`src/rtl/seq_stream_gen.sv`:
```
// AXI4-Stream packet source: counter, power-of-BASE, Galois LFSR or constant data with programmable length.
// Optional SEQ_STREAM_GEN_STALL_CNT_EN adds stall_count (cycles with tvalid high and tready low).
module seq_stream_gen #(
  parameter int          DATA_WIDTH    = 32,
  parameter int          PKT_LEN_WIDTH = 8,
  parameter int          BASE          = 3,
  parameter logic [63:0] LFSR_TAPS     = 64'h80200003
) (
  input  logic                      m00_axis_aclk,
  input  logic                      m00_axis_areset,
  input  logic                      enable,
  input  logic [1:0]                mode,
  input  logic [DATA_WIDTH-1:0]     seed,
  input  logic [PKT_LEN_WIDTH-1:0]  pkt_len,
  input  logic                      m00_axis_tready,
  output logic [DATA_WIDTH-1:0]     m00_axis_tdata,
  output logic [DATA_WIDTH/8-1:0]   m00_axis_tstrb,
  output logic                      m00_axis_tvalid,
  output logic                      m00_axis_tlast,
  output logic                      busy,
`ifdef SEQ_STREAM_GEN_STALL_CNT_EN
  output logic [15:0]               stall_count,
`endif
  output logic [15:0]               pkt_count
);

  localparam logic [DATA_WIDTH-1:0] P_TAPS = DATA_WIDTH'(LFSR_TAPS);
  localparam logic [DATA_WIDTH-1:0] P_BASE = DATA_WIDTH'(BASE);

  typedef enum logic {S_IDLE, S_STREAM} state_t;

  state_t                   r_state;
  state_t                   w_next;
  logic [1:0]               r_mode;
  logic [PKT_LEN_WIDTH-1:0] r_last_idx;
  logic [PKT_LEN_WIDTH-1:0] r_beat;
  logic [DATA_WIDTH-1:0]    r_val;
  logic [15:0]              r_pkt_count;
  logic                     w_start;
  logic                     w_hs;
  logic                     w_last;
  logic                     w_done;
  logic                     w_valid;

  function automatic logic [DATA_WIDTH-1:0] first_val(input logic [1:0] m,
                                                      input logic [DATA_WIDTH-1:0] s);
    case (m)
      2'd1:    first_val = DATA_WIDTH'(1);
      2'd2:    first_val = (s == '0) ? DATA_WIDTH'(1) : s;
      default: first_val = s;
    endcase
  endfunction

  function automatic logic [DATA_WIDTH-1:0] next_val(input logic [1:0] m,
                                                     input logic [DATA_WIDTH-1:0] v);
    case (m)
      2'd0:    next_val = v + DATA_WIDTH'(1);
      2'd1:    next_val = v * P_BASE;
      2'd2:    next_val = (v >> 1) ^ (v[0] ? P_TAPS : '0);
      default: next_val = v;
    endcase
  endfunction

  always_ff @(posedge m00_axis_aclk or posedge m00_axis_areset) begin
    if (m00_axis_areset) r_state <= S_IDLE;
    else                 r_state <= w_next;
  end

  always_comb begin
    w_next  = r_state;
    w_start = 1'b0;
    w_hs    = 1'b0;
    w_done  = 1'b0;
    w_last  = (r_beat == r_last_idx);
    case (r_state)
      S_IDLE: begin
        if (enable) begin
          w_start = 1'b1;
          w_next  = S_STREAM;
        end
      end
      S_STREAM: begin
        w_hs = m00_axis_tready;
        if (w_hs && w_last) begin
          w_done = 1'b1;
          w_next = S_IDLE;
        end
      end
      default: w_next = S_IDLE;
    endcase
  end

  // Length is stored as the index of the final beat so a pkt_len of 0 behaves as 1.
  always_ff @(posedge m00_axis_aclk or posedge m00_axis_areset) begin
    if (m00_axis_areset) begin
      r_mode      <= 2'd0;
      r_last_idx  <= '0;
      r_beat      <= '0;
      r_val       <= '0;
      r_pkt_count <= 16'd0;
    end else if (w_start) begin
      r_mode      <= mode;
      r_last_idx  <= (pkt_len == '0) ? '0 : pkt_len - PKT_LEN_WIDTH'(1);
      r_beat      <= '0;
      r_val       <= first_val(mode, seed);
    end else if (w_done) begin
      r_beat      <= '0;
      r_val       <= '0;
      r_pkt_count <= r_pkt_count + 16'd1;
    end else if (w_hs) begin
      r_beat      <= r_beat + PKT_LEN_WIDTH'(1);
      r_val       <= next_val(r_mode, r_val);
    end
  end

`ifdef SEQ_STREAM_GEN_STALL_CNT_EN
  logic [15:0] r_stall_count;

  always_ff @(posedge m00_axis_aclk or posedge m00_axis_areset) begin
    if (m00_axis_areset)                            r_stall_count <= 16'd0;
    else if (w_start)                               r_stall_count <= 16'd0;
    else if (w_valid && !m00_axis_tready &&
             r_stall_count != 16'hFFFF)             r_stall_count <= r_stall_count + 16'd1;
  end

  assign stall_count = r_stall_count;
`endif

  assign w_valid         = (r_state == S_STREAM);
  assign m00_axis_tvalid = w_valid;
  assign m00_axis_tlast  = w_valid & w_last;
  assign m00_axis_tstrb  = {(DATA_WIDTH/8){w_valid}};
  assign m00_axis_tdata  = r_val;
  assign busy            = w_valid;
  assign pkt_count       = r_pkt_count;

endmodule

```
`config.mk`:
```
export PLATFORM = sky130hd
export DESIGN_NAME = seq_stream_gen
export DESIGN_NICKNAME = d
export VERILOG_FILES = /design/src/rtl/seq_stream_gen.sv
export SDC_FILE = /design/constraint.sdc
export NUM_CORES = 1
export LEC_CHECK = 0
export CAP_MARGIN = 25
export CORE_MARGIN = 1.5
export CORE_UTILIZATION = 59
export DETAILED_ROUTE_END_ITERATION = 10
export GPL_TIMING_DRIVEN = 1
export PLACE_DENSITY = 0.87
export SYNTH_ARGS = -nofsm -noshare
export SYNTH_HDL_FRONTEND = slang
export SYNTH_SLANG_ARGS = --single-unit
```
`constraint.sdc`:
```
create_clock -name m00_axis_aclk -period 5.9 [get_ports m00_axis_aclk]
set_input_delay 1.18 -clock m00_axis_aclk [delete_from_list [all_inputs] [get_ports m00_axis_aclk]]
set_output_delay 1.18 -clock m00_axis_aclk [all_outputs]
set_load 0.02 [all_outputs]
```
After elaboration in Yosys (flattened, before gate mapping)
Index checks and enable logic that the tools add are counted.

Shift-type cells: 0. $add $sub $neg: 4. Bitwise logic cells: 4. Muxes and demuxes: 18. Divide/modulo/power cells: 0. Reductions and logical operators: 8. $mul: 1. $lt $le $gt $ge: 0. Equality and inequality tests: 5.

Operator list (number): 32-bit 2-to-1 mux (5); 32-bit case mux with 3 select lines (1); 32-bit case mux with 2 select lines (1); 32-bit by 1-bit adder with 32-bit output, second input constant (1); 32-bit zero test (1); 32-bit by 2-bit multiplier with 32-bit output, second input constant (1); 8-bit 2-to-1 mux (4); 31-bit by 32-bit XOR with 32-bit output (1); 16-bit by 1-bit adder with 16-bit output, second input constant (1); 8-bit by 1-bit adder with 8-bit output, second input constant (1); 8-bit equality test (1); 8-bit zero test (1); 8-bit by 1-bit subtractor with 8-bit output, second input constant (1); 1-bit 2-to-1 mux (6); 5-bit nonzero test (1); 2-bit by 1-bit equality test with 1-bit output, second input constant (2); 2-bit equality test, second input constant (2); 2-bit AND reduction (2); 3-bit nonzero test (1); 2-bit zero test (1); 1-bit NOT (2); 1-bit case mux with 2 select lines (1); 1-bit AND (1); 1-bit logical AND (1).

Memories kept: 0. Latch bits: 0. Word-level logic and storage cells: 46. Memory bits (writable): 0. Flip-flop bits (word level): 67. Memory bits (read-only): 0. Output and inout bits: 55. Bits of input ports: 46.

Logic depth before layout (Yosys ltp)
Gate-level depths: netlist of the first run.

Depth in word-level cells: 6. Mapped depth: 12. Depth with buffers taken out: 12.

Worst setup path after synthesis of the first run
OpenSTA, ideal clock, no wires.

Path kind: input port to flip-flop. Start point: input port m00_axis_tready. End point: register r_val[18] (netlist: m00_axis_tdata[18]). Slack: 3.009 ns. Arrival time: 2.765 ns. Stages on the path: 9. Path buffers: 1. Setup time: 0.126 ns. Data required time: 5.774 ns. Path through: and2_1 clkbuf_1 a31oi_1 nand2_2 nand2_1 nor2_1 a21oi_1 o21ai_1 a221o_1.

Cells in the longest elaborated chain, start to end: 5. Elaborated cells between the ends (all ways): 9. Those cells by class: 5 x mux; 4 x reduce/logical.

RTL lines: start, declared (line 15) `input logic m00_axis_tready,`; 1-bit logical AND (line 84) `if (w_hs && w_last) begin`; 1-bit 2-to-1 mux (line 84); 1-bit 2-to-1 mux (line 75) `case (r_state)`; 5-bit nonzero test (no source line) (tied with other cells); 2-bit AND reduction (no source line) or 32-bit 2-to-1 mux (tied branches); end signal, assigned (line 105) `r_val <= first_val(mode, seed);`; end signal, assigned (line 112) `r_val <= next_val(r_mode, r_val);`; end, declared (line 37) `logic [DATA_WIDTH-1:0] r_val;`.

Parallel ways exist; a longest one is shown, timed or not. A chain may end at the register's enable or synchronous reset.

Worst setup path in the final report of the first run
Start point: input port enable. End point: register r_val[29] (netlist: m00_axis_tdata[29]).

Cells in the longest elaborated chain, start to end: 4. Elaborated cells between the ends (all ways): 6. Those cells by class: 3 x mux; 3 x reduce/logical.

RTL lines: start, declared (line 11) `input logic enable,`; 1-bit 2-to-1 mux * (line 77) `if (enable) begin`; 1-bit 2-to-1 mux * (line 75); 5-bit nonzero test (no source line) or 3-bit nonzero test (tied branches); 2-bit AND reduction (no source line).

Mark *: on every way between the ends. The rest lies on a longest branch, timed or not.

==> reports/metrics.csv, run 1 <==
stage,metric,value,unit
timing,Fin Setup TNS,0,ns
logic_synthesis,Synth area leaders,"dfrtp_1, ha_1, xor2_1",
setup_path,"Largest stage delay, worst path",0.57,ns
logic_synthesis,syn nets,831,
placement,pre-CTS setup slack,1.73,ns
placement,IO Port Bufs,100,
floorplanning,Die H,104,um
floorplanning,# rows,36,
setup_path,reg2reg start,m00_axis_tdata[0]$_DFFE_PP0P_,
cells_and_area,antenna fix cells,0,
grt,initial antenna violation count,0,
placement,GP Congestion,0.987,
power_and_ir_drop,logic gate share of total power,70.2,%
routing,routed wire length,19400,um
timing,Worst Hold Margin,0.474,ns
cts,Inserted Clock Buffers,9,
timing,fin crit share,66.3,%
cells_and_area,share of cells above drive strength 1,5.05,%
setup_path,CP Class,input pin to register,
power_and_ir_drop,maximum vdd drop,0.000416,V
cts,Post-CTS Setup Bufs,0,
routing,drt drc,0,
setup_path,Worst R2R Setup Slack,2.29,ns
cts,clock-pin slew on the worst setup and hold paths,0.08,ns
routing,First DRT Iteration DRCs,555,
power_and_ir_drop,Switch Pwr,2.45,mW
timing,endpoints failing hold,0,
power_and_ir_drop,Power Internal,2.25,mW
floorplanning,die span in x,104,um
routing,vias,6308,
setup_path,Worst Setup End Kind,register,
grt,vias in the first global route,6199,
grt,largest net degree at the start of global routing,68,
setup_path,CP cell instances,clkdlybuf4s50_1 > nor2b_1 > a31oi_1 > nand2_2 > nand2_1 > a21oi_1 > nand3_1 > mux2_2 > nand2_1,
logic_synthesis,"EDFF count, synth",0,
logic_synthesis,Main synth FF type,dfrtp_1,
timing,final worst slack,1.99,ns
cts,hold_buf cts,0,
logic_synthesis,Synth Warn #,0,
logic_synthesis,share of async-settable or async-resettable flops after synthesis,100,%
setup_path,crit path DAT,4.22,ns
cts,CTS H-tree depth,3,
cts,CTS Sinks,67,
floorplanning,core area,9820,um^2
routing,antenna-violating nets left,0,
cells_and_area,nets@finish,914,
placement,Post-DP HPWL,13900,um
timing,worst slew pin tran,1.05,ns
floorplanning,# IOs,101,
setup_path,Setup crit start,enable,
routing,First-pass DRT Iterations,5,
timing,slew margin rel.,29.7,%
logic_synthesis,syn avg cell area,8.07,um^2
routing,wire per inst,20.1,um
cts,clock root cell,clkbuf_8,
timing,RSZ-0062 raised after global routing,false,
cts,cells resized by post-CTS repair,0,
setup_path,Critical Path RT,6.21,ns
power_and_ir_drop,Pwr Density,642,nW/um^2
timing,highest clock rate,256,MHz
logic_synthesis,post-synthesis cell type count,60,
cts,Skew-Pair Late Insertion Delay,0.38,ns
setup_path,Slowest cell on crit path,nor2b_1,
status,status,"finished, final reports clean",
power_and_ir_drop,leak pwr,3.09,nW
logic_synthesis,#FFs+latches synth,67,
power_and_ir_drop,switching share of total power,52.1,%
floorplanning,die area,10800,um^2
grt,total grt overflow,0,
timing,fin. max-slew vios,0,
flow_run,max_cap viols,0,
setup_path,crit-path max FO,16,
setup_path,crit path launch type,input pin,
setup_path,Most common cell on crit path,nand2_1,
cells_and_area,"commonest non-fill, non-tap cell in the layout",clkdlybuf4s50_1,
timing,Period minus WS final,3.91,ns
logic_synthesis,cell area after synthesis,6010,um^2
logic_synthesis,Cells after Synth,745,
cells_and_area,P&R area growth vs syn,21.9,%
timing,Final setup viols,0,
hold_path,min-delay worst type,register to register,
power_and_ir_drop,clock power share,10.3,%
logic_synthesis,post-synth top area cell,dfrtp_1,
logic_synthesis,Yosys top cell area share,27.9,%
grt,All-Layer GR Usage,36.4,%
logic_synthesis,sequential share of the synthesized area,27.9,%
routing,post-DR vias/cell,6.54,
hold_path,HP Start,pkt_count[15]$_DFFE_PP0P_,
grt,first-pass GRT wire length,31500,um
cts,clk buf depth,2,
cells_and_area,most frequent cells in the layout,"clkdlybuf4s50_1, nand2_1, dfrtp_1, nor2_1, o21ai_0",
cts,CTS tree,built,
floorplanning,starting density of the core,61.2,%
power_and_ir_drop,register share of total power,19.4,%
timing,clk_skew,0.0120,ns
## worst max-delay path: cells and delay by family
family          cells  cell delay (ns)
buf+inv             1             0.50
simple gates        5             1.54
compound gates      2             0.71
mux                 1             0.29
## synthesized netlist by cell type (all sizes together) (4+ instances only)
cell	count
a31oi	10
o21bai	6
nor2b	5
nor4	13
and4	6
inv	24
nand3	32
o211ai	4
ha	39
nor2	60
a22oi	12
a221o	7
xnor2	40
mux2i	4
and3	11
and2	11
or3	4
o31ai	7
o21ai	60
dfrtp	67
mux2	4
a21o	16
a221oi	16
clkbuf	31
o21a	7
nand4	13
a21oi	56
nand2	82
buf	6
xor2	46
nor3	11
## power groups by stage
| stage | Clock, mW | Combinational (mW) | Sequential, mW |
|---|---|---|---|
| floorplan | 0 | 2.25 | 0.952 |
| CTS | 0.484 | 3.23 | 0.901 |
| finish | 0.486 | 3.30 | 0.914 |
| global placement | 0 | 3.13 | 0.896 |
| detailed placement | 0 | 3.20 | 0.907 |
| global route | 0.502 | 3.59 | 0.935 |
## cell families (layout without fill, tap and decap cells)
| logic type | after synthesis | after routing | share of synthesized area (%) |
|---|---|---|---|
| muxes | 8 | 8 | 1.42 |
| buffers and inverters | 61 | 148 | 4.14 |
| adders and majority gates | 40 | 40 | 8.45 |
| xor gates and xnor gates | 86 | 86 | 12.5 |
| DFF | 67 | 67 | 27.9 |
| and+or+nand+nor | 259 | 259 | 20.6 |
| AOI/OAI and AO/OA | 224 | 224 | 24.9 |
## sequential cells by signal, summed over array words and instances (netlist names)
| register | cells |
|---|---|
| r_mode | 2 |
| r_beat | 8 |
| pkt_count | 16 |
| busy | 1 |
| r_last_idx | 8 |
| m00_axis_tdata | 32 |
## per-layer routing
metal / share of wire, % / track usage [%]
met5: 0 / 0
met4: 3.0 / 14.9
met3: 9.7 / 7.33
met2: 45 / 57.2
met1: 42 / 49.2
## worst paths after layout
kind	depth (start not counted)	endpoint
max	9	m00_axis_tdata[29]$_DFFE_PP0P_
min	1	pkt_count[15]$_DFFE_PP0P_
max reg2reg	12	m00_axis_tdata[31]$_DFFE_PP0P_
min reg2reg	1	pkt_count[15]$_DFFE_PP0P_
max in group asynchronous	3	m00_axis_tdata[8]$_DFFE_PP0P_
min in group asynchronous	3	pkt_count[5]$_DFFE_PP0P_
## cell type report
| cell class | count | area [um^2] |
|---|---|---|
| inverters | 24 | 90.1 |
| flip-flops and latches | 67 | 1680 |
| fillers | 777 | 2490 |
| clock inverters | 6 | 115 |
| clock buffers | 9 | 124 |
| well taps | 133 | 166 |
| multi-input cells | 617 | 4090 |
| repair buffers | 109 | 1070 |
## stage by stage
step	area, um^2	power, mW	util [%]	cells
4_1_cts	7330	4.62	74.6	965
5_1_grt	7330	5.03	74.6	965
2_1_floorplan	6010	3.20	-	745
6_report	7330	4.70	74.6	965
3_3_place_gp	7090	4.03	72.2	950
3_5_place_dp	7090	4.11	72.2	950
Power figures use the tool's default switching activity.
==> run 2: changes to the inputs <==
--- a/config.mk
+++ b/config.mk
@@ -7,10 +7,10 @@
 export LEC_CHECK = 0
 export CAP_MARGIN = 25
 export CORE_MARGIN = 1.5
-export CORE_UTILIZATION = 59
+export CORE_UTILIZATION = 50
 export DETAILED_ROUTE_END_ITERATION = 10
 export GPL_TIMING_DRIVEN = 1
-export PLACE_DENSITY = 0.87
+export PLACE_DENSITY = 0.79
 export SYNTH_ARGS = -nofsm -noshare
 export SYNTH_HDL_FRONTEND = slang
 export SYNTH_SLANG_ARGS = --single-unit
==> constraint.sdc (replaced) <==
create_clock -name m00_axis_aclk -period 3.4 [get_ports m00_axis_aclk]
set_input_delay 0.68 -clock m00_axis_aclk [delete_from_list [all_inputs] [get_ports m00_axis_aclk]]
set_output_delay 0.68 -clock m00_axis_aclk [all_outputs]
set_load 0.02 [all_outputs]
==> run 2 against run 1 <==
Compared with the run above:
- first-iteration DRC count fell by 5.9%
- power rose by 83%
- design area rose by 3.4%
- sequential share of layout area fell by 0.75 points
- worst setup slack got worse by 1.7 ns
- sequential cell count did not move
- final cell count rose by 2.4%
- non-clock buffer count rose by 12
- largest cell class unchanged
- die area rose by 17%
- via count rose by 0.38%
- clock-buffer cell count rose by 2
- global-route usage fell by 4.7 points
- critical path type is now register to register
==> reports/metrics.csv, run 2 (synthesis gave the netlist of run 1 again) <==
stage,metric,value,unit
status,status,"finished, final reports clean",
timing,highest clock rate,318,MHz
cts,CTS tree,built,
setup_path,reg2reg start,m00_axis_tdata[1]$_DFFE_PP0P_,
floorplanning,core area,11600,um^2
grt,largest net degree at the start of global routing,45,
routing,antenna-violating nets left,0,
timing,Period minus WS final,3.14,ns
power_and_ir_drop,Pwr Density,1140,nW/um^2
cells_and_area,share of cells above drive strength 1,6.86,%
setup_path,Critical Path RT,3.62,ns
cells_and_area,most frequent cells in the layout,"clkdlybuf4s50_1, nand2_1, dfrtp_1, nor2_1, o21ai_0",
cells_and_area,"Core Util, Final",65.5,%
power_and_ir_drop,maximum vdd drop,0.000665,V
setup_path,CP Class,register to register,
timing,Worst Hold Margin,0.471,ns
grt,All-Layer GR Usage,31.7,%
timing,worst slew pin tran,0.625,ns
placement,GP Congestion,1.02,
setup_path,RR Endpoint,m00_axis_tdata[31]$_DFFE_PP0P_,
floorplanning,# rows,39,
setup_path,depth of the most critical reg-to-reg path,12,
timing,slew margin rel.,58.3,%
cts,Inserted Clock Buffers,9,
grt,first-pass GRT wire length,31700,um
routing,First DRT Iteration DRCs,522,
floorplanning,die area,12700,um^2
routing,routed wire length,19800,um
cts,clk buf depth,2,
routing,First-pass DRT Iterations,5,
timing,Final setup viols,0,
timing,endpoints failing hold,0,
routing,post-DR vias/cell,6.41,
setup_path,crit path launch type,register,
timing,Fin Setup TNS,0,ns
timing,clk_skew,0.00778,ns
grt,vias in the first global route,6152,
timing,RSZ-0062 raised after global routing,false,
grt,total grt overflow,0,
setup_path,Worst R2R Setup Slack,0.26,ns
setup_path,CP cell instances,ha_1 > inv_1 > fa_1 > nor2b_1 > o211ai_1 > and3_1 > nor2_2 > a2111oi_2 > o31ai_2 > xnor2_1 > a221oi_1 > o31ai_1,
setup_path,Worst Setup End Kind,register,
hold_path,HP Start,pkt_count[15]$_DFFE_PP0P_,
cts,CTS H-tree depth,3,
routing,drt drc,0,
cells_and_area,P&R area growth vs syn,26.1,%
grt,initial antenna violation count,1,
hold_path,min-delay worst type,register to register,
setup_path,crit-path max FO,7,
cts,Skew-Pair Late Insertion Delay,0.35,ns
routing,vias,6332,
power_and_ir_drop,leak pwr,3.22,nW
hold_path,Hold EP,pkt_count[15]$_DFFE_PP0P_,
cells_and_area,nets@finish,926,
floorplanning,Die H,113,um
cells_and_area,max reg flops,32,
placement,Post-DP HPWL,14500,um
routing,wire per inst,20.1,um
setup_path,crit path DAT,3.36,ns
flow_run,max_cap viols,0,
cts,clock-pin slew on the worst setup and hold paths,0.06,ns
floorplanning,starting density of the core,52.0,%
cts,hold_buf cts,0,
cts,CTS Sinks,67,
cts,clock root cell,clkbuf_16,
timing,fin. max-slew vios,0,
setup_path,"Largest stage delay, worst path",0.42,ns
hold_path,WHS Path Cells,1,
cells_and_area,antenna fix cells,0,
cells_and_area,"commonest non-fill, non-tap cell in the layout",clkdlybuf4s50_1,
setup_path,Slowest cell on crit path,fa_1,
timing,fin crit share,92.4,%
floorplanning,# IOs,101,
floorplanning,die span in x,113,um
placement,IO Port Bufs,100,
run 2: cell count changes in the layout (fill, tap and decap cells not counted), sizes merged:
cell	previous run	this run
buf	9	21
clkbuf	9	11
clkinv	2	1
clkinvlp	1	0
inv	24	25
run 2: area by class of cell:
class                   count  area, um^2
clock inverters             5         108
well taps                 143         179
multi-input cells         617        4100
repair buffers            121        1170
clock buffers              11         253
fillers                   976        3990
flip-flops and latches     67        1680
inverters                  24        90.1
run 2: power by group:
| group | leakage [nW] | switching (mW) | internal [mW] |
|---|---|---|---|
| registers | 0.841 | 0.453 | 1.09 |
| clock network | 0.176 | 0.395 | 0.761 |
| logic | 2.20 | 3.47 | 2.44 |
run 2: per-stage QoR:
step,worst slack (ns),total power [mW],cells,cell area [um^2]
floorplan,0.589,5.55,745,6010
global placement,0.296,7.16,972,7200
detailed placement,0.189,7.26,972,7200
CTS,0.155,8.48,988,7560
global route,0.0625,9.20,988,7580
finish,0.260,8.61,988,7580
run 2: metal layers:
| metal | GRT usage [%] | vias up | share of wire [%] |
|---|---|---|---|
| met4 | 15.9 | 2 | 3.9 |
| met3 | 6.37 | 52 | 9.0 |
| met2 | 49.7 | 344 | 45 |
| li1 | - | 2925 | - |
| met5 | 0 | - | 0.076 |
| met1 | 41.8 | 3009 | 42 |
run 2: critical path, delay by kind of cell, from the launching register on:
family / cells / cell delay (ns)
AOI/OAI and AO/OA: 5 / 1.00
adders and majority gates: 2 / 0.75
and+or+nand+nor: 3 / 0.63
DFF: 1 / 0.41
xor gates and xnor gates: 1 / 0.12
buffers and inverters: 1 / 0.10
run 2: what timing repair did:
item	4_1_cts	5_1_grt
endpoints found under the hold margin	0	0
endpoints found under the setup margin	0	2
setup buffers	0	0
gates resized for setup	0	3
run 2: worst max path at each step:
| stage | slack, ns | to | cells after the start | start |
|---|---|---|---|---|
| floorplan | 0.59 | m00_axis_tdata[31]$_DFFE_PP0P_ | 12 | m00_axis_tdata[1]$_DFFE_PP0P_ |
| global placement | 0.30 | m00_axis_tdata[31]$_DFFE_PP0P_ | 12 | m00_axis_tdata[1]$_DFFE_PP0P_ |
| detailed placement | 0.19 | m00_axis_tdata[31]$_DFFE_PP0P_ | 12 | m00_axis_tdata[1]$_DFFE_PP0P_ |
| CTS | 0.15 | m00_axis_tdata[31]$_DFFE_PP0P_ | 12 | m00_axis_tdata[1]$_DFFE_PP0P_ |
| global route | 0.06 | m00_axis_tdata[31]$_DFFE_PP0P_ | 10 | m00_axis_tdata[9]$_DFFE_PP0P_ |
| finish | 0.26 | m00_axis_tdata[31]$_DFFE_PP0P_ | 12 | m00_axis_tdata[1]$_DFFE_PP0P_ |
